File: src/rtl/fft16_pkg.sv
// rtl/fft16_pkg.sv - shared constants, state encoding and bus slicing helper for the FFT16 sequencer
package fft16_pkg;

  localparam int N_DEF       = 16;
  localparam int Q_DEF       = 8;
  localparam int STAGES_DEF  = 4;
  localparam int TIMEOUT_DEF = 64;
  localparam int POINTS      = 1 << STAGES_DEF;
  localparam int CPLX_W      = 2 * N_DEF;

  typedef enum logic [2:0] {
    IDLE,
    LOAD,
    START,
    RUN,
    UNLOAD
  } state_e;

  // Low bit of bin k on a flat bus of w-bit complex bins.
  function automatic int bin_lo(input int k, input int w);
    return k * w;
  endfunction

endpackage

File: src/rtl/fft16_symbol_sequencer_bin_buffer.sv
// rtl/fft16_symbol_sequencer_bin_buffer.sv - 16-bin complex register file with single-bin write, zero-fill, bulk load and registered read
module fft16_bin_buffer
  import fft16_pkg::*;
#(
  parameter int W   = CPLX_W,
  parameter int PTS = POINTS,
  parameter int IW  = $clog2(PTS)
) (
  input  logic              clk,
  input  logic              rst,
  input  logic              wr_en,
  input  logic [IW-1:0]     wr_idx,
  input  logic [W-1:0]      wr_data,
  input  logic              zero_fill,
  input  logic              ld_en,
  input  logic [PTS*W-1:0]  ld_data,
  input  logic [IW-1:0]     rd_idx,
  output logic [W-1:0]      rd_data,
  output logic [PTS*W-1:0]  flat
);

  logic [W-1:0] regs_q [PTS];
  logic [W-1:0] regs_d [PTS];
  logic [W-1:0] rd_data_q, rd_data_d;

  // Next contents: bulk load, then single-bin write with optional clearing of all higher bins.
  // The read mux looks at the next contents so a bin loaded this cycle is readable next cycle.
  always_comb begin
    for (int k = 0; k < PTS; k++) begin
      regs_d[k] = regs_q[k];
      if (ld_en) regs_d[k] = ld_data[bin_lo(k, W) +: W];
      if (wr_en) begin
        if (IW'(k) == wr_idx) regs_d[k] = wr_data;
        else if (zero_fill && (IW'(k) > wr_idx)) regs_d[k] = '0;
      end
    end
    rd_data_d = regs_d[rd_idx];
  end

  // Storage and registered read port.
  always_ff @(posedge clk or posedge rst) begin
    if (rst) begin
      for (int k = 0; k < PTS; k++) regs_q[k] <= '0;
      rd_data_q <= '0;
    end else begin
      for (int k = 0; k < PTS; k++) regs_q[k] <= regs_d[k];
      rd_data_q <= rd_data_d;
    end
  end

  // Flatten storage onto the bus, bin k at [k*W +: W].
  always_comb begin
    flat = '0;
    for (int k = 0; k < PTS; k++) flat[bin_lo(k, W) +: W] = regs_q[k];
  end

  assign rd_data = rd_data_q;

endmodule

File: src/rtl/fft16_symbol_sequencer.sv
// rtl/fft16_symbol_sequencer.sv - collects one OFDM symbol, runs FFT16 once, streams the 16 output bins
module fft16_symbol_sequencer
  import fft16_pkg::*;
#(
  parameter int N       = N_DEF,
  parameter int Q       = Q_DEF,
  parameter int STAGES  = STAGES_DEF,
  parameter int TIMEOUT = TIMEOUT_DEF
) (
  input  logic                            i_clk,
  input  logic                            i_rst,
  input  logic                            i_s_valid,
  output logic                            o_s_ready,
  input  logic [2*N-1:0]                  i_s_data,
  input  logic                            i_s_last,
  output logic [(1<<STAGES)*2*N-1:0]      o_fft_in,
  output logic                            o_fft_start,
  input  logic                            i_fft_done,
  input  logic [(1<<STAGES)*2*N-1:0]      i_fft_out,
  output logic                            o_m_valid,
  input  logic                            i_m_ready,
  output logic [2*N-1:0]                  o_m_data,
  output logic [STAGES-1:0]               o_m_idx,
  output logic                            o_m_last,
  output logic                            o_busy,
  output logic                            o_err_timeout
);

  localparam int PTS = 1 << STAGES;
  localparam int W   = 2 * N;
  localparam int CW  = $clog2(TIMEOUT);

  state_e              state_q, state_d;
  logic [STAGES-1:0]   wr_idx_q, wr_idx_d;
  logic [STAGES-1:0]   rd_idx_q, rd_idx_d;
  logic [CW-1:0]       cnt_q, cnt_d;
  logic                err_q, err_d;
  logic                s_acc, run_done, run_expire, end_of_load, last_bin_taken;

  assign s_acc          = i_s_valid && o_s_ready;
  assign run_done       = (state_q == RUN) && i_fft_done;
  assign run_expire     = (state_q == RUN) && !i_fft_done && (cnt_q == CW'(TIMEOUT - 1));
  assign end_of_load    = s_acc && (i_s_last || (wr_idx_q == STAGES'(PTS - 1)));
  assign last_bin_taken = (state_q == UNLOAD) && i_m_ready && (rd_idx_q == STAGES'(PTS - 1));

  // State register.
  always_ff @(posedge i_clk or posedge i_rst) begin
    if (i_rst) state_q <= IDLE;
    else       state_q <= state_d;
  end

  // Next-state logic; a done pulse outside RUN has no effect.
  always_comb begin
    state_d = state_q;
    case (state_q)
      IDLE:    if (s_acc) state_d = i_s_last ? START : LOAD;
      LOAD:    if (end_of_load) state_d = START;
      START:   state_d = RUN;
      RUN:     if (run_done) state_d = UNLOAD;
               else if (run_expire) state_d = IDLE;
      UNLOAD:  if (last_bin_taken) state_d = IDLE;
      default: state_d = IDLE;
    endcase
  end

  // State-decoded outputs.
  always_comb begin
    o_s_ready     = (state_q == IDLE) || (state_q == LOAD);
    o_fft_start   = (state_q == START);
    o_m_valid     = (state_q == UNLOAD);
    o_busy        = (state_q != IDLE);
    o_m_idx       = rd_idx_q;
    o_m_last      = (state_q == UNLOAD) && (rd_idx_q == STAGES'(PTS - 1));
    o_err_timeout = err_q;
  end

  // Write index, read index, timeout counter and timeout pulse.
  // wr_idx returns to 0 in START so IDLE always writes bin 0.
  always_comb begin
    wr_idx_d = wr_idx_q;
    rd_idx_d = rd_idx_q;
    cnt_d    = cnt_q;
    err_d    = run_expire;
    case (state_q)
      IDLE:    wr_idx_d = s_acc ? STAGES'(1) : '0;
      LOAD:    if (s_acc) wr_idx_d = wr_idx_q + STAGES'(1);
      START:   begin wr_idx_d = '0; cnt_d = '0; end
      RUN:     if (run_done) rd_idx_d = '0;
               else if (!run_expire) cnt_d = cnt_q + CW'(1);
      UNLOAD:  if (i_m_ready) rd_idx_d = rd_idx_q + STAGES'(1);
      default: ;
    endcase
  end

  // Datapath counters and registered timeout pulse.
  always_ff @(posedge i_clk or posedge i_rst) begin
    if (i_rst) begin
      wr_idx_q <= '0;
      rd_idx_q <= '0;
      cnt_q    <= '0;
      err_q    <= 1'b0;
    end else begin
      wr_idx_q <= wr_idx_d;
      rd_idx_q <= rd_idx_d;
      cnt_q    <= cnt_d;
      err_q    <= err_d;
    end
  end

  // Input hold registers: the last beat clears every bin above it.
  fft16_bin_buffer #(.W(W), .PTS(PTS), .IW(STAGES)) u_in_buf (
    .clk       (i_clk),
    .rst       (i_rst),
    .wr_en     (s_acc),
    .wr_idx    (wr_idx_q),
    .wr_data   (i_s_data),
    .zero_fill (i_s_last),
    .ld_en     (1'b0),
    .ld_data   ('0),
    .rd_idx    ('0),
    .rd_data   (),
    .flat      (o_fft_in)
  );

  // Output capture: loaded on the done pulse, read port follows the next read index.
  fft16_bin_buffer #(.W(W), .PTS(PTS), .IW(STAGES)) u_out_buf (
    .clk       (i_clk),
    .rst       (i_rst),
    .wr_en     (1'b0),
    .wr_idx    ('0),
    .wr_data   ('0),
    .zero_fill (1'b0),
    .ld_en     (run_done),
    .ld_data   (i_fft_out),
    .rd_idx    (rd_idx_d),
    .rd_data   (o_m_data),
    .flat      ()
  );

endmodule

File: config.mk
export PLATFORM = sky130hd
export DESIGN_NAME = fft16_symbol_sequencer
export DESIGN_NICKNAME = d
export VERILOG_FILES = /design/src/rtl/fft16_pkg.sv /design/src/rtl/fft16_symbol_sequencer_bin_buffer.sv /design/src/rtl/fft16_symbol_sequencer.sv
export SDC_FILE = /design/constraint.sdc
export NUM_CORES = 2
export LEC_CHECK = 0
export CAP_MARGIN = 40
export CORE_AREA = 2 2 428 430
export DETAILED_ROUTE_END_ITERATION = 8
export DIE_AREA = 0 0 430 432
export PLACE_DENSITY = 0.48
export SETUP_SLACK_MARGIN = 0.4
export SLEW_MARGIN = 5
export SYNTH_ARGS = -nofsm -noshare
export SYNTH_HDL_FRONTEND = slang
export SYNTH_SLANG_ARGS = --single-unit
File: constraint.sdc
create_clock -name i_clk -period 67.2 [get_ports i_clk]
set_clock_uncertainty 0.2 [all_clocks]
set_input_delay 10.08 -clock i_clk [delete_from_list [all_inputs] [get_ports i_clk]]
set_output_delay 10.08 -clock i_clk [all_outputs]
set_load 0.03 [all_outputs]
Yosys cells after proc, flatten, opt, wreduce, memory -nomap -nowiden
Cells that the tools add are included.

word-level totals
  register bits after elaboration = 1074
  latch bits = 0
  memory bits (writable) = 0
  bits in read-only memories = 0
  input port bits = 550
  output and inout port bits = 554
  logic and storage cells = 222
  memories = 0

operators by class
  add/subtract/negate cells = 3
  $mul = 0
  divide/modulo/power cells = 0
  $lt $le $gt $ge = 17
  equal/unequal tests = 29
  shift-type cells = 0
  muxes and demuxes = 67
  bitwise gates (word level) = 1
  reduce and logical (&&, ||, !) cells = 67

operators by type and width
  operator                                                                number
  32-bit 2-to-1 mux                                                       50
  32-bit binary-select mux with 4-bit select                              1
  2-bit AND reduction                                                     17
  2-bit nonzero test                                                      17
  4-bit equality test (first input constant)                              8
  4-bit > comparator (first input constant)                               8
  1-bit logical AND                                                       24
  3-bit by 4-bit equality test with 1-bit output (first input constant)   4
  3-bit by 4-bit > comparator with 1-bit output (first input constant)    4
  3-bit 2-to-1 mux                                                        5
  3-bit one-hot mux with 5 select lines                                   1
  4-bit 2-to-1 mux                                                        3
  6-bit 2-to-1 mux                                                        2
  4-bit one-hot mux with 3 select lines                                   1
  6-bit one-hot mux with 2 select lines                                   1
  2-bit inequality test (second input constant)                           5
  4-bit by 1-bit adder with 4-bit output (second input constant)          2
  2-bit by 4-bit equality test with 1-bit output (first input constant)   2
  4-bit equality test (second input constant)                             2
  1-bit by 4-bit > comparator with 1-bit output (first input constant)    2
  2-bit by 4-bit > comparator with 1-bit output (first input constant)    2
  4-bit one-hot mux with 2 select lines                                   1
  6-bit by 1-bit adder with 6-bit output (second input constant)          1
  3-bit by 2-bit equality test with 1-bit output (second input constant)  2
  17 further kinds                                                        19

Depth between registers and ports, before layout
  depth after elaboration = 8
  mapped depth = 12
  mapped depth without buffers = 8

Modules after synthesis
A second synthesis with hierarchy kept.

second synthesis, totals
  cells, all modules = 5110
  area, all modules = 56654.3 um^2

modules (own cells, without submodules)
  module                  times used  cells each  area each (um^2)  sequential area each (um^2)
  fft16_bin_buffer        2           2499        27742.9           13613.1
  fft16_symbol_sequencer  1           112         1168.6            450.4

Worst setup path after synthesis
Ideal clock, no wire load.

  kind = input-to-reg
  start = input port i_m_ready
  end = register u_out_buf.rd_data_q[22], in the netlist u_out_buf.rd_data[22]
  library setup time = 0.148 ns
  arrival = 11.575 ns
  data required time = 66.852 ns
  path slack = 55.277 ns
  cell stages on the path = 9
  path buffers = 2
  path through = nand3b_1 > mux2i_2 > clkbuf_1 > clkbuf_1 > nor2_1 > a21oi_1 > o2111ai_1 > nand4_1 > o2111ai_2

on the way
  cells in the longest elaborated chain, start to end = 6

ends and longest elaborated chain
  element                                                 line                                     text
  from (decl)                                             fft16_symbol_sequencer.sv:21             input logic i_m_ready,
  4-bit 2-to-1 mux                                        fft16_symbol_sequencer.sv:90             UNLOAD: if (i_m_ready) rd_idx_d = rd_idx_q + STAGES'(1);
  4-bit one-hot mux with 2 select lines                   fft16_symbol_sequencer.sv:84             case (state_q)
  4-bit inverter with 5-bit output (implied by the code)  fft16_symbol_sequencer_bin_buffer.sv:37  rd_data_d = regs_d[rd_idx];
  32-bit binary-select mux with 4-bit select              fft16_symbol_sequencer_bin_buffer.sv:37
  32-bit 2-to-1 mux (implied by the code) (2 in series)   fft16_symbol_sequencer_bin_buffer.sv:37
  named net u_out_buf.rd_data_d[22]                       fft16_symbol_sequencer_bin_buffer.sv:24  logic [W-1:0] rd_data_q, rd_data_d;
  to (signal assigned)                                    fft16_symbol_sequencer_bin_buffer.sv:47  rd_data_q <= rd_data_d;
  to (decl)                                               fft16_symbol_sequencer_bin_buffer.sv:24

The timed path passes the listed nets, and every way through them passes these cells. The select of a mux whose other input is x is not followed.
A chain may end at the register's enable or synchronous reset.

Worst setup path in the final report
  start = input port i_fft_done
  end = register u_out_buf.rd_data_q[8], in the netlist u_out_buf.rd_data[8]

on the way
  cells in the longest elaborated chain, start to end = 7

ends and longest elaborated chain
  element                                                  line                                     text
  from (decl)                                              fft16_symbol_sequencer.sv:18             input logic i_fft_done,
  1-bit logical AND *                                      fft16_symbol_sequencer.sv:41             assign run_done = (state_q == RUN) && i_fft_done;
  4-bit 2-to-1 mux                                         fft16_symbol_sequencer.sv:88             RUN: if (run_done) rd_idx_d = '0;
  4-bit one-hot mux with 2 select lines                    fft16_symbol_sequencer.sv:84
  4-bit inverter with 5-bit output (implied by the code)   fft16_symbol_sequencer_bin_buffer.sv:37
  32-bit binary-select mux with 4-bit select *             fft16_symbol_sequencer_bin_buffer.sv:37
  32-bit 2-to-1 mux (implied by the code) * (2 in series)  fft16_symbol_sequencer_bin_buffer.sv:37
  named net u_out_buf.rd_data_d[8]                         fft16_symbol_sequencer_bin_buffer.sv:24

Mark *: on every way through the listed nets, which the timed path passes. The rest lies on a longest branch. The select of a mux whose other input is x is not followed.

==> results_dict.tcl <==
set metrics [dict create \
    crit_fanout 69 \
    critPathCaptureType "register" \
    drc 0 \
    outcome "finished, final reports clean" \
    synth-xor-area-share_pct 0.0776 \
    timing.hold.ws_ns 0.260 \
    grt_first_pass_wirelength_mm 319 \
    vias 40412 \
    power_mw 2.47 \
    fmax_mhz 71.7 \
    relSlewSlack_pct 22.1 \
    antenna_left 0 \
    gp_congestion 0.889 \
    reg2reg_to "u_out_buf.rd_data[8]$_DFF_PP0_" \
    track_usage_pct 24.2 \
    leakage_nw 29.5 \
    clkLatencyLatePin_ns 0.79 \
    synthAdderAreaFrac_pct 0.166 \
    die-area_um2 186000 \
    p_per_area_nw_per_um2 38.8 \
    crit_type "input port to register" \
    start_kind "input port" \
    fp.dieW_um 430 \
    num_io_pins 1104 \
    required_ns 67.70 \
    final_cells 8180 \
    cts_tree "done" \
    setup_viol 0 \
    grt_pass1_vias 39599 \
    syn_area_per_cell_um2 9.64 \
    place.port_buffers 1103 \
    wl_per_cell_um 28.3 \
    grt_start_max_net_pins 202 \
    min_path_type "register to register" \
    firstDrtPassIters 5 \
    worst-r2r-setup-slack_ns 62.08 \
    std_cell_rows 157 \
    mostFrequentLayoutCells "nand2_1 (1,980), clkdlybuf4s50_1 (1,103), dfrtp_1 (1,074), a22o_1 (353), nand3_1 (135)" \
    drv_cap 0 \
    synth_warnings 0 \
    viasPerCell 4.94 \
    wl_mm 232 \
    ys_seq_area_share_pct 59.5 \
    cts.clk_slew.worst_paths_ns 0.06 \
    synth-main-ff-cell "dfrtp_1" \
    numCtsBuffers 132 \
    syn_nets 5240 \
    syn_to_final_growth_pct 41.0 \
    core_area_um2 182000 \
    fillers 18470 \
    tightestPinTransition_ns 1.17 \
    rsz0062_at_grt "false" \
    start_util_pct 24.8 \
    ctsResizeCount 0 \
    synth-edff-count 0 \
    postPlaceCellArea_um2 59300 \
    drive_gt1_share_pct 6.83 \
    final_common_cell "nand2_1" \
    nets 6215 \
    clock-sinks 1074 \
    synth_top_family_by_area "simple AND/OR/NAND/NOR gates" \
    ys_seq_elements 1074 \
    hold_viol 0 \
    dp_hpwl_mm 168 \
    htree_levels 4 \
    synthSimpleGateAreaFrac_pct 20.8 \
    setup_tns_ns 0 \
    post-route-min-period_ns 13.95 \
    reg2regPathDepth 8 \
    die_y_um 432 \
    finalCritPeriodShare_pct 20.8 \
    r2r_start "state_q[0]$_DFFE_PP0P_" \
    synthCells 4684 \
    cts_hold_buf 0 \
    synth.cell_area_um2 45200 \
    cp.arrival_ns 14.45 \
    clockBufferDepth 3 \
    place_ws_ns 52.41 \
    grt-ovfl-total 0 \
    drtIter0Drc 3266 \
    synth_compound_area_share_pct 12.9 \
    synth-async-reset-ratio_pct 100 \
    fin_area_um2 63700 \
    drv_slew 0 \
    muxShareOfSynthArea_pct 2.98 \
    peakVddDrop_uv 27.1 \
    critPathCapture "u_out_buf.rd_data[8]$_DFF_PP0_" \
    cts-root-buf "clkbuf_16" \
    fin_util_pct 35.0 \
    fin_ws_ns 53.25 \
    post_cts_buffers 0 \
    yosysUniqueCellTypes 62 \
    cp-startpoint "i_fft_done" \
    place_inst 7910 \
    antenna_found_initial 87 \
]
-- synth_stat cells, types with 33 or more instances --
| master | number | share of area [%] |
|---|---|---|
| nand2_1 | 1983 | 16 |
| dfrtp_1 | 1074 | 60 |
| a22o_1 | 353 | 6.8 |
| clkbuf_1 | 309 | 2.6 |
| nand3_1 | 136 | 1.5 |
| mux2i_1 | 95 | 2.1 |
| nor2_1 | 84 | 0.70 |
| o21ai_0 | 79 | 0.88 |
| o2111ai_1 | 62 | 1.2 |
| a21oi_1 | 47 | 0.52 |
| and3_1 | 40 | 0.55 |
| buf_2 | 35 | 0.39 |
| mux2_2 | 34 | 0.85 |
| nand4_1 | 34 | 0.47 |
| or3_1 | 34 | 0.47 |
| a211oi_1 | 33 | 0.55 |
-- how the worst min path moves through the flow --
stage | start | endpoint | slack (ns) | depth (start not counted)
final | u_in_buf.flat[472]$_DFFE_PP0P_ | u_in_buf.flat[472]$_DFFE_PP0P_ | 0.26 | 2
after global routing | u_in_buf.flat[450]$_DFFE_PP0P_ | u_in_buf.flat[450]$_DFFE_PP0P_ | 0.28 | 2
after CTS | u_in_buf.flat[472]$_DFFE_PP0P_ | u_in_buf.flat[472]$_DFFE_PP0P_ | 0.27 | 2
after detailed placement | u_in_buf.flat[381]$_DFFE_PP0P_ | u_in_buf.flat[381]$_DFFE_PP0P_ | 0.25 | 2
after global placement | u_in_buf.flat[465]$_DFFE_PP0P_ | u_in_buf.flat[465]$_DFFE_PP0P_ | 0.25 | 2
after floorplan | u_out_buf.flat[113]$_DFF_PP0_ | u_out_buf.flat[113]$_DFF_PP0_ | 0.23 | 2
-- area by class of cell --
type,instances,area [um^2],area share (%)
clock inverters,33,444,0.698
flip-flops and latches,1074,26900,42.2
inverters,12,72.6,0.114
clock buffers,198,3830,6.02
diodes,39,97.6,0.153
multi-input cells,3218,16900,26.5
repair buffers,1221,12500,19.6
well taps,2385,2980,4.69
-- registers in the layout, summed over array words and instances, names as in the netlist --
| signal | flops |
|---|---|
| u_in_buf.flat | 512 |
| u_out_buf.flat | 512 |
| cnt_q | 6 |
| wr_idx_q | 4 |
| o_m_idx | 4 |
| o_err_timeout | 1 |
| state_q | 3 |
| u_out_buf.rd_data | 32 |
-- kinds of logic after synthesis --
group                    after synthesis
AO/OA/AOI/OAI                        729
flip-flops                          1074
AND/OR/NAND/NOR                     2349
multiplexers                         130
XOR/XNOR                               4
buffers and inverters                392
adder cells (fa/ha/maj)                6
-- where the power goes --
group / internal, mW / switching, mW
logic: 0.297 / 0.490
registers: 0.830 / 0.136
clock network: 0.416 / 0.302
total: 1.54 / 0.927
-- layer usage --
layer	global-route usage, %	wire, um
met1	26.9	84900
met2	42.3	118000
met3	6.20	15400
met4	13.2	12600
met5	0	206
-- critical path, cell delays in order --
cell and delay, ns:
clkdlybuf4s50_1 0.56, and4b_4 0.69, buf_4 0.59, buf_4 0.73, buf_4 0.67, a211oi_1 0.08, o21ai_0 0.30, nand4_1 0.40
o2111ai_1 0.24
No activity file was read; power rests on OpenSTA's default activity.
